`config.mk`:
```
export PLATFORM = sky130hd
export DESIGN_NAME = rv_exec_pipe
export DESIGN_NICKNAME = d
export VERILOG_FILES = /design/src/rtl/rv_exec_pkg.sv /design/src/rtl/rv_alu.sv /design/src/rtl/rv_exec_pipe.sv
export SDC_FILE = /design/constraint.sdc
export NUM_CORES = 1
export LEC_CHECK = 0
export CORE_MARGIN = 2
export CORE_UTILIZATION = 34
export DETAILED_ROUTE_END_ITERATION = 10
export RECOVER_POWER = 100
export SLEW_MARGIN = 40
export SYNTH_ARGS = -nofsm -noshare
export SYNTH_HDL_FRONTEND = slang
export SYNTH_SLANG_ARGS = --single-unit
```
`constraint.sdc`:
```
create_clock -name clk -period 7.55 [get_ports clk]
set_input_delay 2.265 -clock clk [delete_from_list [all_inputs] [get_ports clk]]
set_output_delay 2.265 -clock clk [all_outputs]
set_load 0.01 [all_outputs]
```
`src/rtl/rv_exec_pkg.sv`:
```
// Shared encodings and the ALU operation enum for the RV32/RV64 execute pipe.
// RV_EXEC_MUL_EN adds the MUL/MULH/MULHSU/MULHU operations.
package rv_exec_pkg;

  localparam logic [6:0] OPC_OP     = 7'b0110011;
  localparam logic [6:0] OPC_OP_IMM = 7'b0010011;

  localparam logic [2:0] F3_ADD    = 3'b000;
  localparam logic [2:0] F3_SLL    = 3'b001;
  localparam logic [2:0] F3_SLT    = 3'b010;
  localparam logic [2:0] F3_SLTU   = 3'b011;
  localparam logic [2:0] F3_XOR    = 3'b100;
  localparam logic [2:0] F3_SR     = 3'b101;
  localparam logic [2:0] F3_OR     = 3'b110;
  localparam logic [2:0] F3_AND    = 3'b111;
  localparam logic [2:0] F3_MUL    = 3'b000;
  localparam logic [2:0] F3_MULH   = 3'b001;
  localparam logic [2:0] F3_MULHSU = 3'b010;
  localparam logic [2:0] F3_MULHU  = 3'b011;

  localparam logic [6:0] F7_BASE   = 7'b0000000;
  localparam logic [6:0] F7_ALT    = 7'b0100000;
  localparam logic [6:0] F7_MULDIV = 7'b0000001;

  typedef enum logic [3:0] {
    ALU_ADD, ALU_SUB, ALU_SLL, ALU_SLT, ALU_SLTU,
    ALU_XOR, ALU_SRL, ALU_SRA, ALU_OR, ALU_AND,
`ifdef RV_EXEC_MUL_EN
    ALU_MUL, ALU_MULH, ALU_MULHSU, ALU_MULHU,
`endif
    ALU_ILLEGAL
  } alu_op_e;

endpackage

```
`src/rtl/rv_alu.sv`:
```
// Combinational integer ALU; ALU_ILLEGAL yields zero.
// The multiplier exists only when RV_EXEC_MUL_EN is defined.
module rv_alu
  import rv_exec_pkg::*;
#(
  parameter int XLEN = 32
) (
  input  alu_op_e          op,
  input  logic [XLEN-1:0]  a,
  input  logic [XLEN-1:0]  b,
  output logic [XLEN-1:0]  result
);

  localparam int SHW = $clog2(XLEN);

  logic [SHW-1:0] shamt;
  assign shamt = b[SHW-1:0];

`ifdef RV_EXEC_MUL_EN
  // One 2*XLEN multiplier; operand sign extension selects the MULH flavour.
  logic [2*XLEN-1:0] mul_a, mul_b, prod;
  always_comb begin
    mul_a = (op == ALU_MULH || op == ALU_MULHSU) ? {{XLEN{a[XLEN-1]}}, a} : {{XLEN{1'b0}}, a};
    mul_b = (op == ALU_MULH) ? {{XLEN{b[XLEN-1]}}, b} : {{XLEN{1'b0}}, b};
    prod  = mul_a * mul_b;
  end
`endif

  always_comb begin
    result = '0;
    case (op)
      ALU_ADD:    result = a + b;
      ALU_SUB:    result = a - b;
      ALU_SLL:    result = a << shamt;
      ALU_SLT:    result = XLEN'($signed(a) < $signed(b));
      ALU_SLTU:   result = XLEN'(a < b);
      ALU_XOR:    result = a ^ b;
      ALU_SRL:    result = a >> shamt;
      ALU_SRA:    result = $unsigned($signed(a) >>> shamt);
      ALU_OR:     result = a | b;
      ALU_AND:    result = a & b;
`ifdef RV_EXEC_MUL_EN
      ALU_MUL:    result = prod[XLEN-1:0];
      ALU_MULH,
      ALU_MULHSU,
      ALU_MULHU:  result = prod[2*XLEN-1:XLEN];
`endif
      default:    result = '0;
    endcase
  end

endmodule

```
`src/rtl/rv_exec_pipe.sv`:
```
// Two-stage OP/OP-IMM execute pipe: stage D decodes, stage X runs the ALU.
// RV_EXEC_MUL_EN enables the M-extension multiply encodings.
module rv_exec_pipe
  import rv_exec_pkg::*;
#(
  parameter int XLEN     = 32,
  parameter int RETIRE_W = 16
) (
  input  logic                clk,
  input  logic                rst,
  input  logic                in_valid,
  output logic                in_ready,
  input  logic [31:0]         instr,
  input  logic [XLEN-1:0]     rs1_val,
  input  logic [XLEN-1:0]     rs2_val,
  output logic                out_valid,
  input  logic                out_ready,
  output logic [4:0]          out_rd,
  output logic [XLEN-1:0]     out_result,
  output logic                out_we,
  output logic                out_illegal,
  output logic [RETIRE_W-1:0] retire_cnt
);

  localparam int SHW = $clog2(XLEN);
  // Shift-immediate upper bits for SRAI: 0100000 (RV32) or 010000 (RV64).
  localparam logic [11:0] SRAI_HI = 12'd1 << (10 - SHW);

  logic [6:0]      opc, f7;
  logic [2:0]      f3;
  logic [11:0]     shi;
  alu_op_e         dec_op;
  logic [XLEN-1:0] dec_b;
  logic            unused_rs_idx;

  assign opc = instr[6:0];
  assign f3  = instr[14:12];
  assign f7  = instr[31:25];
  assign shi = instr[31:20] >> SHW;
  assign unused_rs_idx = ^instr[19:15];

  always_comb begin
    dec_op = ALU_ILLEGAL;
    dec_b  = (opc == OPC_OP) ? rs2_val : {{(XLEN-12){instr[31]}}, instr[31:20]};
    if (opc == OPC_OP) begin
      if (f7 == F7_BASE) begin
        case (f3)
          F3_ADD:  dec_op = ALU_ADD;
          F3_SLL:  dec_op = ALU_SLL;
          F3_SLT:  dec_op = ALU_SLT;
          F3_SLTU: dec_op = ALU_SLTU;
          F3_XOR:  dec_op = ALU_XOR;
          F3_SR:   dec_op = ALU_SRL;
          F3_OR:   dec_op = ALU_OR;
          default: dec_op = ALU_AND;
        endcase
      end else if (f7 == F7_ALT && f3 == F3_ADD) begin
        dec_op = ALU_SUB;
      end else if (f7 == F7_ALT && f3 == F3_SR) begin
        dec_op = ALU_SRA;
`ifdef RV_EXEC_MUL_EN
      end else if (f7 == F7_MULDIV) begin
        case (f3)
          F3_MUL:    dec_op = ALU_MUL;
          F3_MULH:   dec_op = ALU_MULH;
          F3_MULHSU: dec_op = ALU_MULHSU;
          F3_MULHU:  dec_op = ALU_MULHU;
          default:   dec_op = ALU_ILLEGAL;
        endcase
`endif
      end
    end else if (opc == OPC_OP_IMM) begin
      case (f3)
        F3_ADD:  dec_op = ALU_ADD;
        F3_SLT:  dec_op = ALU_SLT;
        F3_SLTU: dec_op = ALU_SLTU;
        F3_XOR:  dec_op = ALU_XOR;
        F3_OR:   dec_op = ALU_OR;
        F3_AND:  dec_op = ALU_AND;
        F3_SLL:  dec_op = (shi == '0) ? ALU_SLL : ALU_ILLEGAL;
        default: dec_op = (shi == '0) ? ALU_SRL : (shi == SRAI_HI) ? ALU_SRA : ALU_ILLEGAL;
      endcase
    end
  end

  // Pipeline state
  logic                d_valid_q, d_valid_d, x_valid_q, x_valid_d;
  alu_op_e             d_op_q, d_op_d;
  logic [XLEN-1:0]     d_a_q, d_a_d, d_b_q, d_b_d;
  logic [4:0]          d_rd_q, d_rd_d, x_rd_q, x_rd_d;
  logic [XLEN-1:0]     x_result_q, x_result_d, alu_res;
  logic                x_we_q, x_we_d, x_ill_q, x_ill_d;
  logic [RETIRE_W-1:0] retire_q, retire_d;
  logic                x_adv, d_adv;

  rv_alu #(.XLEN(XLEN)) u_alu (.op(d_op_q), .a(d_a_q), .b(d_b_q), .result(alu_res));

  always_comb begin
    x_adv      = !x_valid_q || out_ready;
    d_adv      = !d_valid_q || x_adv;
    d_valid_d  = d_valid_q;
    d_op_d     = d_op_q;
    d_a_d      = d_a_q;
    d_b_d      = d_b_q;
    d_rd_d     = d_rd_q;
    x_valid_d  = x_valid_q;
    x_rd_d     = x_rd_q;
    x_result_d = x_result_q;
    x_we_d     = x_we_q;
    x_ill_d    = x_ill_q;
    retire_d   = retire_q + ((out_valid && out_ready) ? RETIRE_W'(1) : '0);
    if (d_adv) begin
      d_valid_d = in_valid;
      if (in_valid) begin
        d_op_d = dec_op;
        d_a_d  = rs1_val;
        d_b_d  = dec_b;
        d_rd_d = instr[11:7];
      end
    end
    // X only loads when it advances, so out_* hold under backpressure.
    if (x_adv) begin
      x_valid_d = d_valid_q;
      if (d_valid_q) begin
        x_rd_d     = d_rd_q;
        x_result_d = alu_res;
        x_ill_d    = (d_op_q == ALU_ILLEGAL);
        x_we_d     = (d_op_q != ALU_ILLEGAL) && (d_rd_q != 5'd0);
      end
    end
  end

  always_ff @(posedge clk) begin
    if (!rst) begin
      d_valid_q  <= 1'b0;
      d_op_q     <= ALU_ADD;
      d_a_q      <= '0;
      d_b_q      <= '0;
      d_rd_q     <= '0;
      x_valid_q  <= 1'b0;
      x_rd_q     <= '0;
      x_result_q <= '0;
      x_we_q     <= 1'b0;
      x_ill_q    <= 1'b0;
      retire_q   <= '0;
    end else begin
      d_valid_q  <= d_valid_d;
      d_op_q     <= d_op_d;
      d_a_q      <= d_a_d;
      d_b_q      <= d_b_d;
      d_rd_q     <= d_rd_d;
      x_valid_q  <= x_valid_d;
      x_rd_q     <= x_rd_d;
      x_result_q <= x_result_d;
      x_we_q     <= x_we_d;
      x_ill_q    <= x_ill_d;
      retire_q   <= retire_d;
    end
  end

  assign in_ready    = d_adv;
  assign out_valid   = x_valid_q;
  assign out_rd      = x_rd_q;
  assign out_result  = x_result_q;
  assign out_we      = x_we_q;
  assign out_illegal = x_ill_q;
  assign retire_cnt  = retire_q;

endmodule

```
======== After elaboration in Yosys (flattened, before gate mapping) ========
Cells that the tools add are included.
word-level totals
  bits of input ports ..................... 100
  output and inout port bits .............. 57
  ROM bits ................................ 0
  RAM bits ................................ 0
  memories kept ........................... 0
  bits in registers ....................... 130
  latch bits .............................. 0
operators by class
  $mul .................................... 0
  reductions and logical operators ........ 15
  mux-type cells .......................... 13
  $lt $le $gt $ge ......................... 2
  $add $sub $neg .......................... 3
  bitwise operators ....................... 3
  equality and inequality tests ........... 21
  shift-type cells ........................ 3
  divide/modulo/power cells ............... 0
operator list
  cell                                                 count
  case mux 32 bit (10 select lines)                    1
  less-than comparator 32 bit                          2
  case mux 4 bit (7 select lines)                      2
  adder 32 bit                                         1
  AND 32 bit                                           1
  2-to-1 mux 32 bit                                    1
  2-to-1 mux 4 bit                                     8
  bitwise OR 32 bit                                    1
  left shift 32 x 5 -> 32 bit                          1
  >> shifter 32 x 5 -> 32 bit                          1
  >>> shifter 32 x 5 -> 32 bit                         1
  subtractor 32 bit                                    1
  XOR 32 bit                                           1
  adder 16 x 1 -> 16 bit                               1
  equality test 4 x 3 -> 1 bit, second input constant  4
  equality test 7 x 6 -> 1 bit, second input constant  2
  equality test 3 bit, second input constant           4
  equality test 4 bit, second input constant           3
  logical NOT 12 bit                                   1
  equality test 4 x 2 -> 1 bit, second input constant  2
  equality test 7 x 5 -> 1 bit, second input constant  1
  logical NOT 7 bit                                    1
  equality test 3 x 2 -> 1 bit, second input constant  2
  nonzero test 5 bit                                   1
  other kinds (10)                                     16

======== Depth between registers and ports, before layout ========
  depth in word-level cells ............... 6
  gate-level depth with buffers ........... 14

======== Modules after synthesis ========
A second synthesis with hierarchy kept.
unflattened totals
  cell total of the unflattened synthesis .. 1906
  area, all modules ....................... 13145.1 sq um
modules (own cells, without submodules)
  module        cells an instance  sequential area each (sq um)  area each (sq um)  instances
  rv_alu        1287               0.0                           8064.0             1
  rv_exec_pipe  619                2602.5                        5081.1             1

======== Worst setup path before layout ========
OpenSTA, ideal clock, no wires.
  path type ............................... input-to-output
  start ................................... in out_ready
  end ..................................... out in_ready
  stages on the path ...................... 2
  arrival time ............................ 2.607 ns
  path slack .............................. 2.678 ns
  path through ............................ nor2b_1 -> nand2_1
on the way
  word-level cells in the longest chain between the ends .. 2
RTL lines
  element             RTL line             source
  start: declaration  rv_exec_pipe.sv:17   input logic out_ready,
  logical OR 1 bit    rv_exec_pipe.sv:99   x_adv = !x_valid_q || out_ready;
  logical OR 1 bit    rv_exec_pipe.sv:100  d_adv = !d_valid_q || x_adv;
  end: declaration    rv_exec_pipe.sv:12   output logic in_ready,
Every way passes these cells.

======== Worst setup path after layout ========
Ends and elaborated chain as after synthesis.

==> impl_results.md <==
- LEAKAGE: about 6.7 nW
- Clock Skew: 11.49 ps
- Cts hold-fix bufs: 0
- Final period utilization: around four fifths
- Crit end category: primary output
- N_diodes: 0
- Drt initial violations: 1821
- Worst Path Class, Setup: input pin to primary output
- Clock-pin slew on the worst setup and hold paths: 60 ps
- Slew @ Worst Pin: 2146 ps
- Clock Tree Buf Depth: 2
- Largest net degree at the start of global routing: between 60 and 70
- Worst hold stages: 2
- Clk Tree Root Cell: clkbuf_16
- Number of port buffers: 151
- Commonest cells post-synth: 246 x nand2_1, 180 x a21oi_1, 162 x nor2_1
- DRT Pass-1 Iters: 6
- Sequential area share after synthesis: approximately 18%
- Main synth FF type: dfxtp_1
- CTS tree: yes
- Worst reg2reg endpoint: out_result[26]$_SDFFE_PN0P_
- Final #Nets: 2188
- Top-area cell type share of the netlist area: 17.86%
- Num CTS Buffers: 17
- Final number of hold-violating endpoints: 0
- Synth top area cells: dfxtp_1 18%, ha_1 8.7%, mux4_2 7.3%
- Final instance area: 0.01688 sq mm
- # DRC: 0
- DP Wirelength: around 46000 um
- Ports: around 160
- Syn Nets: between 2000 and 2500
- Setup slack after layout: 1470 ps
- Origin of the critical flop-to-flop path: d_b_q[0]$_SDFFE_PN0P_
- Startpoint types: input pin
- Drt total wl: 61430 um
- DR vias: 15650
- Final TNS setup: 0 ps
- Post-DP Area: 0.01630 sq mm
- Drt wl/cell: 24.21 um
- # rows: 75
- Die Height: 211.0 um
- Via density: 6.168
- Ys async rst share: 0%
- Vias in the first global route: 14770
- Final min period: around 6000 ps
- Syn avg cell area: 7.499 sq um
- Cell with the most instances after synthesis: nand2_1
- Cells after Synth: just under 2000
- CP endpoint: in_ready
- Worst Hold Class: register to register
- Mapped cell area: 0.01457 sq mm
- Antenna violations before repair: 3
- VDD IR-drop max: around 160 uV
- Die extent in x: 211.0 um
- CTS sink cnt: 130
- Yosys cell types: 95
- Post-CTS setup buffer count: 0
- EDFF count, synth: 0
- Routability cong.: between 0.9 and 1
- Proportion of layout cells with a drive suffix above 1: 8.609%
- Final ANT Viol Nets: 0
- Number of max-cap violations: 3
- Synth area leader: dfxtp_1
- Power Density: ~160 mW/mm^2
- GRT Overall Usage: between 20% and 30%
- Total Die Area: 0.04453 sq mm
- CTS HTree Levels: 4
- Core area: 0.04213 sq mm
- First-pass GRT wire length: ~92000 um
- Max Slew Vio Count: 145
- Worst-path maximum fanout: 5
- Synthesis warning total: 0
- Worst slew margin: -43.08%
- Initial Util: 34.58%
- Post-CTS Resized: 0
- Failing checks: max-capacitance violations, max-slew violations
- Setup violators final: 0
- Layout area overhead: 15.87%
- Yosys reg bits: 130
- Max Fclk: 0.1645 GHz
- Outcome: finished with violations
- Register-to-register setup slack: 3010 ps
- Critical Path RT: 5290 ps
- R2R cell count: 12
- CP arrival: 3810 ps
- Overflow left after global routing: 0
- Clk_lat worst skew: 460 ps
- Unrepaired setup endpoints after global routing: false
- Launch point of the worst path: out_ready
- Filler cells: 4401
- Dpl ws: 1724 ps
[cells by family (layout without fill, tap and decap cells)]
group | Yosys count | in the layout | share of synthesized area, %
AO/OA/AOI/OAI | 662 | 662 | 30.33
XOR/XNOR | 26 | 26 | 1.563
adder cells (fa/ha/maj) | 103 | 103 | 8.948
buffers and inverters | 269 | 324 | 8.158
flip-flops | 130 | 130 | 17.86
multiplexers | 124 | 124 | 13.36
AND/OR/NAND/NOR | 629 | 629 | 19.78
[state kept, by name, summed over array words and instances (netlist names)]
name,count
d_a_q,32
d_b_q,32
out_result,32
retire_cnt,16
d_rd_q,5
out_rd,5
d_op_q,4
d_valid_q,1
out_illegal,1
out_valid,1
out_we,1
[final cells by class]
class,instances,area [sq um],share of cell area [%]
repair buffers,189,1784,10.57
inverters,103,386.6,2.290
clock inverters,11,126.4,0.7485
well taps,539,674.4,3.995
flip-flops and latches,130,2613,15.47
clock buffers,21,470.5,2.787
multi-input cells,1544,10830,64.14
[placed cells by master (no fill, tap or decap), drive strengths merged, types with 8 or more instances in the layout]
master           n
a211o           10
a211oi          28
a21boi          43
a21o            21
a21oi          180
a221oi          20
a22oi           16
a31oi           24
and2            35
and3            10
buf             33
clkbuf          27
clkdlybuf4s50   91
dfxtp          130
dlygate4sd3     59
ha             101
inv            104
mux2            16
mux2i           57
mux4            51
nand2          246
nand2b          15
nand3           34
nand4           11
nor2           162
nor2b           20
nor3            47
nor4            14
o211a           20
o211ai          15
o21ai          149
o21bai           8
o221ai          10
o22ai           15
o31ai           14
xnor2           24
[how the worst min path moves through the flow]
| stage | startpoint | endpoint | slack [ps] |
|---|---|---|---|
| after floorplan | d_rd_q[4]$_SDFFE_PN0P_ | d_rd_q[4]$_SDFFE_PN0P_ | 450 |
| after global placement | out_result[3]$_SDFFE_PN0P_ | out_result[3]$_SDFFE_PN0P_ | 440 |
| after detailed placement | out_result[11]$_SDFFE_PN0P_ | out_result[11]$_SDFFE_PN0P_ | 440 |
| after CTS | out_result[11]$_SDFFE_PN0P_ | out_result[11]$_SDFFE_PN0P_ | 450 |
| after global routing | out_result[11]$_SDFFE_PN0P_ | out_result[11]$_SDFFE_PN0P_ | 470 |
| final | out_result[2]$_SDFFE_PN0P_ | out_result[2]$_SDFFE_PN0P_ | 440 |
[stage by stage]
stage / hold slack (ps) / utilization (%) / instances / total power [mW]
after detailed placement: 441.4 / 38.69 / 2505 / 1.747
after global routing: 474.6 / 40.07 / 2537 / 2.753
after floorplan: 450.3 / - / 1943 / 1.416
after global placement: 439.3 / 38.59 / 2504 / 1.735
final: 443.3 / 40.07 / 2537 / 2.629
after CTS: 450.5 / 40.11 / 2537 / 2.629
[per-layer routing]
metal	vias up	GRT usage (%)	part of all wire, %
met4	0	9.786	3.6
met5	-	0	0
met3	110	4.148	8.2
met2	772	42.40	44
li1	7190	-	-
met1	7575	38.45	44
[worst max-delay path, cell delays in order]
cell,delay [ps]
dlygate4sd3_1,540
nor2b_1,260
nand2_1,130
dlygate4sd3_1,620
[power by group]
| group | internal, mW | total, mW | switching (mW) |
|---|---|---|---|
| clock | 0.514 | 0.876 | 0.362 |
| sequential | 0.724 | 0.792 | 0.0684 |
| combinational | 0.370 | 0.961 | 0.591 |
No activity file was read; power rests on OpenSTA's default activity.
